[src/rtl/dmem_pkg.sv]
// Shared definitions for the data-memory arbiter: access-size encodings,
// FSM state type, and big-endian lane helpers used on the store (merge)
// and load (extract + extend) paths.
package dmem_pkg;

  localparam logic [1:0] SZ_B = 2'b00;
  localparam logic [1:0] SZ_H = 2'b01;
  localparam logic [1:0] SZ_W = 2'b10;

  typedef enum logic [1:0] {
    IDLE  = 2'd0,
    READ  = 2'd1,
    WRITE = 2'd2,
    RESP  = 2'd3
  } state_e;

  // Right-shift that brings the addressed lane down to bit 0. Big-endian:
  // byte k sits at [31-8k -: 8], so the shift is 8*(3-k) = {~k, 3'b000}.
  function automatic logic [4:0] lane_shift(input logic [1:0] size, input logic [1:0] off);
    if (size == SZ_H) return {~off[1], 4'b0000};
    return {~off, 3'b000};
  endfunction

  // Replace the addressed lane of word with the right-aligned store data.
  function automatic logic [31:0] lane_merge(input logic [31:0] word, input logic [31:0] wdata,
                                             input logic [1:0] size, input logic [1:0] off);
    logic [31:0] mask;
    logic [4:0]  sh;
    sh = lane_shift(size, off);
    if (size == SZ_H) mask = 32'h0000_FFFF;
    else              mask = 32'h0000_00FF;
    if (size == SZ_W) return wdata;
    return (word & ~(mask << sh)) | ((wdata & mask) << sh);
  endfunction

  // Pull the addressed lane out of word and sign- or zero-extend it.
  function automatic logic [31:0] lane_extract(input logic [31:0] word, input logic [1:0] size,
                                               input logic [1:0] off, input logic uns);
    logic [31:0] v;
    v = word >> lane_shift(size, off);
    case (size)
      SZ_B:    return uns ? {24'h0, v[7:0]}  : {{24{v[7]}}, v[7:0]};
      SZ_H:    return uns ? {16'h0, v[15:0]} : {{16{v[15]}}, v[15:0]};
      default: return word;
    endcase
  endfunction

endpackage

[src/rtl/dmem_arbiter_rr_arb2.sv]
// Two-input round-robin arbiter.
//   clk_i, rst_i : clock, synchronous active-high reset
//   req_i[1:0]   : requests, bit n = port n
//   upd_i        : grant taken this cycle; rotate priority
//   gnt_o[1:0]   : one-hot combinational grant (0 when no request)
module rr_arb2 (
  input  logic       clk_i,
  input  logic       rst_i,
  input  logic [1:0] req_i,
  input  logic       upd_i,
  output logic [1:0] gnt_o
);

  logic prio_q, prio_d;

  always_comb begin
    gnt_o = req_i;
    if (req_i == 2'b11) gnt_o = prio_q ? 2'b10 : 2'b01;
  end

  // After any grant the other port gets priority: port 0 won -> 1, port 1 won -> 0.
  always_comb begin
    prio_d = prio_q;
    if (upd_i && (gnt_o != 2'b00)) prio_d = gnt_o[0];
  end

  always_ff @(posedge clk_i) begin
    if (rst_i) prio_q <= 1'b0;
    else       prio_q <= prio_d;
  end

endmodule

[src/rtl/dmem_arbiter.sv]
// Two-port arbiter and access sequencer for a single-port big-endian data
// memory. Port 0 = CPU LSU, port 1 = debug/loader. Sub-word stores are RMW.
//   clk_i, rst_i                  : clock, synchronous active-high reset
//   reqN_i weN_i sizeN_i unsN_i   : per-port request, store flag, size, zero-extend
//   addrN_i wdataN_i              : per-port byte address, right-aligned store data
//   gnt0_o gnt1_o                 : accept pulse
//   done0_o done1_o               : completion pulse to owner
//   rdata_o err_o                 : load result / error, valid with done
//   mem_addr_o mem_we_o mem_wdata_o mem_rdata_i : word-aligned memory port
//
// state | meaning
// IDLE  | waiting; arbitrate, check and latch a request
// READ  | capture word at mem_addr (load, or first half of RMW)
// WRITE | single-cycle memory write
// RESP  | pulse done to owner with rdata/err
module dmem_arbiter
  import dmem_pkg::*;
#(
  parameter int unsigned DEPTH = 512
) (
  input  logic        clk_i,
  input  logic        rst_i,
  input  logic        req0_i,
  input  logic        req1_i,
  input  logic        we0_i,
  input  logic        we1_i,
  input  logic [1:0]  size0_i,
  input  logic [1:0]  size1_i,
  input  logic        uns0_i,
  input  logic        uns1_i,
  input  logic [31:0] addr0_i,
  input  logic [31:0] addr1_i,
  input  logic [31:0] wdata0_i,
  input  logic [31:0] wdata1_i,
  output logic        gnt0_o,
  output logic        gnt1_o,
  output logic        done0_o,
  output logic        done1_o,
  output logic [31:0] rdata_o,
  output logic        err_o,
  output logic [31:0] mem_addr_o,
  output logic        mem_we_o,
  output logic [31:0] mem_wdata_o,
  input  logic [31:0] mem_rdata_i
);

  state_e      state_q, state_d;
  logic        owner_q, we_q, uns_q, err_q;
  logic [1:0]  size_q;
  logic [31:0] addr_q, wdata_q, word_q;

  logic [1:0]  arb_req, arb_gnt;
  logic        accept, sel;
  logic        sel_we, sel_uns, sel_err;
  logic [1:0]  sel_size;
  logic [31:0] sel_addr, sel_wdata;

  assign arb_req = {req1_i, req0_i};
  assign accept  = (state_q == IDLE) && (arb_req != 2'b00);
  assign sel     = arb_gnt[1];

  rr_arb2 u_arb (
    .clk_i (clk_i),
    .rst_i (rst_i),
    .req_i (arb_req),
    .upd_i (accept),
    .gnt_o (arb_gnt)
  );

  assign sel_we    = sel ? we1_i    : we0_i;
  assign sel_size  = sel ? size1_i  : size0_i;
  assign sel_uns   = sel ? uns1_i   : uns0_i;
  assign sel_addr  = sel ? addr1_i  : addr0_i;
  assign sel_wdata = sel ? wdata1_i : wdata0_i;

  assign sel_err = (sel_size == 2'b11)
                || ((sel_size == SZ_H) && sel_addr[0])
                || ((sel_size == SZ_W) && (sel_addr[1:0] != 2'b00))
                || (sel_addr >= 32'(DEPTH));

  // State register
  always_ff @(posedge clk_i) begin
    if (rst_i) state_q <= IDLE;
    else       state_q <= state_d;
  end

  // Next state
  always_comb begin
    state_d = state_q;
    case (state_q)
      IDLE: begin
        if (accept) begin
          if (sel_err)                           state_d = RESP;
          else if (sel_we && (sel_size == SZ_W)) state_d = WRITE;
          else                                   state_d = READ;
        end
      end
      READ:    state_d = we_q ? WRITE : RESP;
      WRITE:   state_d = RESP;
      RESP:    state_d = IDLE;
      default: state_d = IDLE;
    endcase
  end

  // Request latch and read capture
  always_ff @(posedge clk_i) begin
    if (rst_i) begin
      owner_q <= 1'b0;
      we_q    <= 1'b0;
      uns_q   <= 1'b0;
      err_q   <= 1'b0;
      size_q  <= 2'b00;
      addr_q  <= 32'h0;
      wdata_q <= 32'h0;
      word_q  <= 32'h0;
    end else begin
      if (accept) begin
        owner_q <= sel;
        we_q    <= sel_we;
        uns_q   <= sel_uns;
        err_q   <= sel_err;
        size_q  <= sel_size;
        addr_q  <= sel_addr;
        wdata_q <= sel_wdata;
      end
      if (state_q == READ) word_q <= mem_rdata_i;
    end
  end

  assign mem_addr_o = {addr_q[31:2], 2'b00};

  // Outputs
  always_comb begin
    gnt0_o      = 1'b0;
    gnt1_o      = 1'b0;
    done0_o     = 1'b0;
    done1_o     = 1'b0;
    rdata_o     = 32'h0;
    err_o       = 1'b0;
    mem_we_o    = 1'b0;
    mem_wdata_o = 32'h0;
    case (state_q)
      IDLE: begin
        gnt0_o = !rst_i && arb_gnt[0];
        gnt1_o = !rst_i && arb_gnt[1];
      end
      WRITE: begin
        // Reset landing mid-RMW must not leave a partial write behind.
        mem_we_o    = !rst_i;
        mem_wdata_o = lane_merge(word_q, wdata_q, size_q, addr_q[1:0]);
      end
      RESP: begin
        done0_o = !owner_q;
        done1_o = owner_q;
        err_o   = err_q;
        if (!we_q && !err_q) rdata_o = lane_extract(word_q, size_q, addr_q[1:0], uns_q);
      end
      default: ;
    endcase
  end

endmodule

[config.mk]
export PLATFORM = sky130hd
export DESIGN_NAME = dmem_arbiter
export DESIGN_NICKNAME = d
export VERILOG_FILES = /design/src/rtl/dmem_pkg.sv /design/src/rtl/dmem_arbiter_rr_arb2.sv /design/src/rtl/dmem_arbiter.sv
export SDC_FILE = /design/constraint.sdc
export NUM_CORES = 1
export LEC_CHECK = 0
export ABC_AREA = 1
export CORE_UTILIZATION = 32
export CTS_CLUSTER_SIZE = 10
export DETAILED_ROUTE_END_ITERATION = 10
export GPL_ROUTABILITY_DRIVEN = 0
export RECOVER_POWER = 100
export SLEW_MARGIN = 0
export SYNTH_ARGS = -nofsm -noshare
export SYNTH_HDL_FRONTEND = slang
export SYNTH_SLANG_ARGS = --single-unit
[constraint.sdc]
create_clock -name clk_i -period 1.59 [get_ports clk_i]
set_clock_uncertainty 0.05 [all_clocks]
set_input_delay 0.2385 -clock clk_i [delete_from_list [all_inputs] [get_ports clk_i]]
set_output_delay 0.2385 -clock clk_i [all_outputs]
set_load 0.03 [all_outputs]
# Word level (Yosys, flattened, before mapping)
# Cells that the tools add are included.
# word_totals
rom_bits,0
in_bits,172
elab_cells,90
latchBits,0
output_inout_bits,102
register_bits,105
ramBits,0
n_memories,0
# classes
shift,3
eq_ne,10
n_mul,0
n_div,0
magnitude_cmp,1
bitwise,6
reduce_logical,20
addsub,0
n_mux,40
# op_table
op,n
2-to-1 mux 32 bit,10
AND 32 bit,2
one-hot mux 32 bit (2 select lines),1
left shift 32 x 5 -> 32 bit,2
">= comparator 32 x 10 -> 1 bit, second input constant",1
NOT 32 bit,1
bitwise OR 32 bit,1
right shift 32 x 5 -> 16 bit,1
2-to-1 mux 5 bit,6
2-to-1 mux 16 bit,1
2-to-1 mux 1 bit,15
"== test 2 bit, second input constant",6
2-to-1 mux 2 bit,6
logical AND 1 bit,8
one-hot mux 2 bit (4 select lines),1
"== test 2 x 1 -> 1 bit, second input constant",3
nonzero test 2 bit,3
zero test 1 bit,4
zero test 2 bit,2
logical OR 1 bit,3
"inequality test 2 x 1 -> 1 bit, second input constant",1
NOT 2 bit,1
NOT 1 bit,1

# Logic depth before layout (Yosys ltp)
# depth
depth_word,12
mapped_depth,15

# Hierarchy
# Synthesis repeated with hierarchy kept, for this count alone.
# hier_totals
hier_cells,1033
area_unflattened_um2,6462.4
# modules_own_cells
module,area_per_inst_um2,n_inst,cells_each
dmem_arbiter,6402.4,1,1025
rr_arb2,60.1,1,8

# Worst setup path after synthesis
# OpenSTA, ideal clock, no wires.
# synth_timing
kind,reg2out
from,reg size_q[1]
to,out rdata_o[5]
path_slack_ns,-0.434
stages_incl_launch_ff,11
arrival_ns,1.736
path_cell_list,dfxtp_1 -> buf_6 -> inv_4 -> nand2_4 -> nand2_4 -> buf_6 -> nand2_2 -> clkbuf_1 -> o22ai_1 -> nand2_1 -> a21oi_1
# synth_between
elab_chain_len,12
word_cells_on_any_way,14
classes_between,eq/ne: 1; shift: 1; mux: 11; reduce/logical: 1
# synth_lines
item,line_no,source
"start, declared",dmem_arbiter.sv:49,logic [1:0] size_q;
"start signal, assigned",dmem_arbiter.sv:122,size_q <= sel_size;
== test 2 x 1 -> 1 bit,"dmem_pkg.sv:20, dmem_pkg.sv:41",
2-to-1 mux 1 bit,dmem_pkg.sv:20,"if (size == SZ_H) return {~off[1], 4'b0000};"
2-to-1 mux 1 bit,dmem_arbiter.sv:156,"if (!we_q && !err_q) rdata_o = lane_extract(word_q, size_q, addr_q[1:0], uns_q);"
2-to-1 mux 1 bit,dmem_arbiter.sv:142,case (state_q)
2-to-1 mux 5 bit,dmem_pkg.sv:21,"return {~off, 3'b000};"
2-to-1 mux 5 bit,dmem_arbiter.sv:156,
2-to-1 mux 5 bit,dmem_arbiter.sv:142,
right shift 32 x 5 -> 16 bit,dmem_pkg.sv:40,"v = word >> lane_shift(size, off);"
2-to-1 mux 32 bit (on tied branches),"dmem_pkg.sv:43, dmem_pkg.sv:42",
one-hot mux 32 bit (2 select lines) (*),dmem_pkg.sv:41,case (size)
2-to-1 mux 32 bit (*),dmem_arbiter.sv:156,
2-to-1 mux 32 bit (*),dmem_arbiter.sv:142,
"end, declared",dmem_arbiter.sv:39,"output logic [31:0] rdata_o,"
# Every way passes the cells marked *; elsewhere a longest branch is shown, timed or not. The select of a mux whose other input is x is not followed.

# Final worst setup path
# layout_timing
from,reg size_q[1]
to,out rdata_o[26]
# The elaborated chain is that of the path after synthesis.

==> out/qor.yml <==
cts_buffer_depth: 2
post-route-drc-count: 0
ios: 274
grt_pass1_vias: 7938
hold_depth: 3
worstHoldStart: "mem_rdata_i[6]"
grt_max_degree: 46
cts_tree: "done"
nets: 1596
power_mw: 18.7
die_x_um: 147
r2r.worst_path.cells: 12
drt_wl_total_um: 28400
diodes: 0
period_needed_ns: 2.30
hp-class: "in -> reg"
p_sw_mw: 8.35
overflow: 0
yosysTopAreaCell: "dfxtp_1"
worst_setup_path_end_kind: "output pin"
power_leakage_nw: 5.88
fin_ws_ns: -0.705
grt_use_total: 0.251
drv_slew: 0
period_share: 1.44
cts-root-buf: "clkbuf_16"
start_util: 0.330
antenna_found_initial: 0
clkLatencyLatePin_ns: 0.36
synth.area.top_cells: "dfxtp_1 (31%), nand2_1 (13%), inv_1 (8.8%)"
ys_types: 30
cp_slowest_stage_delay_ns: 0.38
fill_cells: 1788
holdPathEnd: "word_q[6]"
finish.utilization: 0.622
critical_path_depth: 12
cts_sinks: 105
syn-cell-area_sq_um: 6770
syn_area_per_cell_sq_um: 6.39
ir_worst_vdd_mv: 0.822
required_ns: 1.30
crit_family: "compound AO/OA/AOI/OAI gates"
numCtsBuffers: 9
crit_type: "reg -> out"
synth_top_area_frac: 0.311
drt-initial-drc-count: 459
power_frac_comb: 0.653
dp_hpwl_um: 20200
clk_pin_slew_ns: 0.08
die_area_sq_um: 21700
syn2layout_area_growth_pct: 88.6
num_rows: 52
wl_per_cell_um: 16.8
drt.antenna.violating_nets: 0
synth-seq-cells: 105
htreeDepth: 3
slowest_stage: "dfxtp_4"
core_sq_um: 20500
vias: 8282
io_buffers: 271
status: "finished with violations"
path_max_fanout: 8
routed_via_density: 4.89
maxCapViolations: 0
timing.rr.start: "state_q[0]"
synthCells: 1058
postCtsHoldBufs: 0
dieHeight_um: 147
setup_viol: 137
synth_warnings: 0
seqCellArea_sq_um: 2120
cpMostUsedCell: "nand2_8"
power.density_nw_per_um2: 1470
pwr-share-clk: 0.122
worstSetupStartpointType: "flip-flop"
rsz0062_at_grt: "true"
path_cells: "inv_8, nand2_8, nand2_8, a21oi_1, o21ai_2, o21ai_1, nand2_1, nand2_4, nand3_4, clkbuf_16, a21oi_4, buf_6"
p_int_mw: 10.4
crit_arrival_ns: 2.01
multi_input_area_sq_um: 4390
final-hold-violation-count: 0
synth-seq-area-share: 0.311
drive_above_1_share: 0.334
sw_frac_of_total: 0.446
rr_endpoint: "wdata_q[27]"
failed_checks: "setup timing"
reg2reg_slack_ns: -0.21
placed_area_sq_um: 10800
seqPwrFrac: 0.225
fmax_mhz: 436
post-route-cell-area_sq_um: 12800
first_pass_iters: 5
path_buf_inv: 3
grt_pass1_wl_um: 42700
-- power groups by stage --
stage / registers (mW) / clock network (mW) / logic (mW)
after detailed placement: 4.13 / 0 / 9.39
after CTS: 4.15 / 2.34 / 11.4
after floorplan: 3.86 / 0 / 5.75
after global placement: 4.14 / 0 / 9.34
final: 4.21 / 2.28 / 12.2
after global routing: 4.29 / 2.45 / 13.1
-- worst register-to-register path, cell delays in order (launching register included) --
cell and delay (ns):
dfxtp_4 0.39, inv_4 0.05, buf_6 0.11, ha_4 0.16, inv_4 0.06, a21oi_4 0.04
buf_6 0.12, buf_12 0.14, buf_8 0.14, buf_12 0.13, buf_6 0.11, o211ai_1 0.16
inv_1 0.05
-- synth_stat cells, drive strengths merged --
| master | instances |
|---|---|
| a22oi | 7 |
| a21oi | 112 |
| dfxtp | 105 |
| o211ai | 73 |
| nand3 | 48 |
| clkbuf | 46 |
| o22ai | 7 |
| o21ai | 90 |
| nor2 | 60 |
| nand2 | 234 |
| nor3 | 9 |
| inv | 163 |
| a22o | 9 |
| buf | 57 |
| conb | 1 |
| ha | 4 |
| clkinv | 3 |
| o21bai | 8 |
| nand3b | 22 |
-- layer usage --
metal,vias up,track usage,share of wire
met5,-,0,0
met4,0,0.0985,0.034
met2,332,0.403,0.47
met3,55,0.0707,0.079
met1,3745,0.316,0.41
li1,4150,-,-
-- flip-flops by register name (all words and copies together), names as in the netlist --
| name | cells |
|---|---|
| owner_q | 1 |
| we_q | 1 |
| word_q | 32 |
| uns_q | 1 |
| state_q | 2 |
| addr_q | 32 |
| wdata_q | 32 |
| err_q | 1 |
| size_q | 2 |
| u_arb.prio_q | 1 |
-- metrics by stage --
stage / std cells / TNS [ns] / hold slack, ns / setup WS, ns
floorplan: 1059 / -13.49 / 0.323 / -0.366
global placement: 1622 / -43.36 / 0.404 / -0.513
detailed placement: 1622 / -45.46 / 0.411 / -0.563
CTS: 1681 / -45.96 / 0.412 / -0.660
global route: 1695 / -58.30 / 0.429 / -0.844
finish: 1695 / -45.45 / 0.421 / -0.705
-- cells in the final DEF (no fill, tap or decap), types with 27 or more instances in the layout --
cell	count
o21ai_0	55
nand2_2	31
nor2_1	35
buf_6	69
dfxtp_1	99
a21oi_1	50
buf_4	116
inv_1	136
nand2_1	193
a21oi_2	37
buf_12	45
clkdlybuf4s50_1	169
dlygate4sd2_1	32
o211ai_1	72
nand3_1	27
-- layout make-up --
class                           instances  area share
Timing Repair Buffer                  452       0.389
Multi-Input combinational cell        686       0.344
Sequential cell                       105       0.166
Inverter                              166      0.0519
Tap cell                              270      0.0265
Clock buffer                           11      0.0198
Clock inverter                          5     0.00333
-- repair_timing --
| item | 4_1_cts | 5_1_grt |
|---|---|---|
| buffers inserted | 35 | 16 |
| gates resized for setup | 233 | 130 |
| pin swaps | 72 | 73 |
| endpoints found under the setup margin | 170 | 157 |
| cloned | 10 | 6 |
-- kinds of logic (layout without fill, tap and decap cells) --
logic type      count (synthesis)  after routing  synth area share
buf+inv                       269            634             0.174
flops                         105            105             0.311
other cells                     1              2          0.000554
compound gates                306            306             0.272
simple gates                  373            374             0.236
fa+ha+maj                       4              4           0.00740
-- worst max path at each step --
stage	startpoint	to	slack (ns)
global route	size_q[1]	rdata_o[26]	-0.84
finish	size_q[1]	rdata_o[26]	-0.71
CTS	size_q[1]	rdata_o[29]	-0.66
detailed placement	req0_i	err_q	-0.56
global placement	req0_i	err_q	-0.51
floorplan	size_q[1]	rdata_o[21]	-0.37
Power figures use the tool's default switching activity.
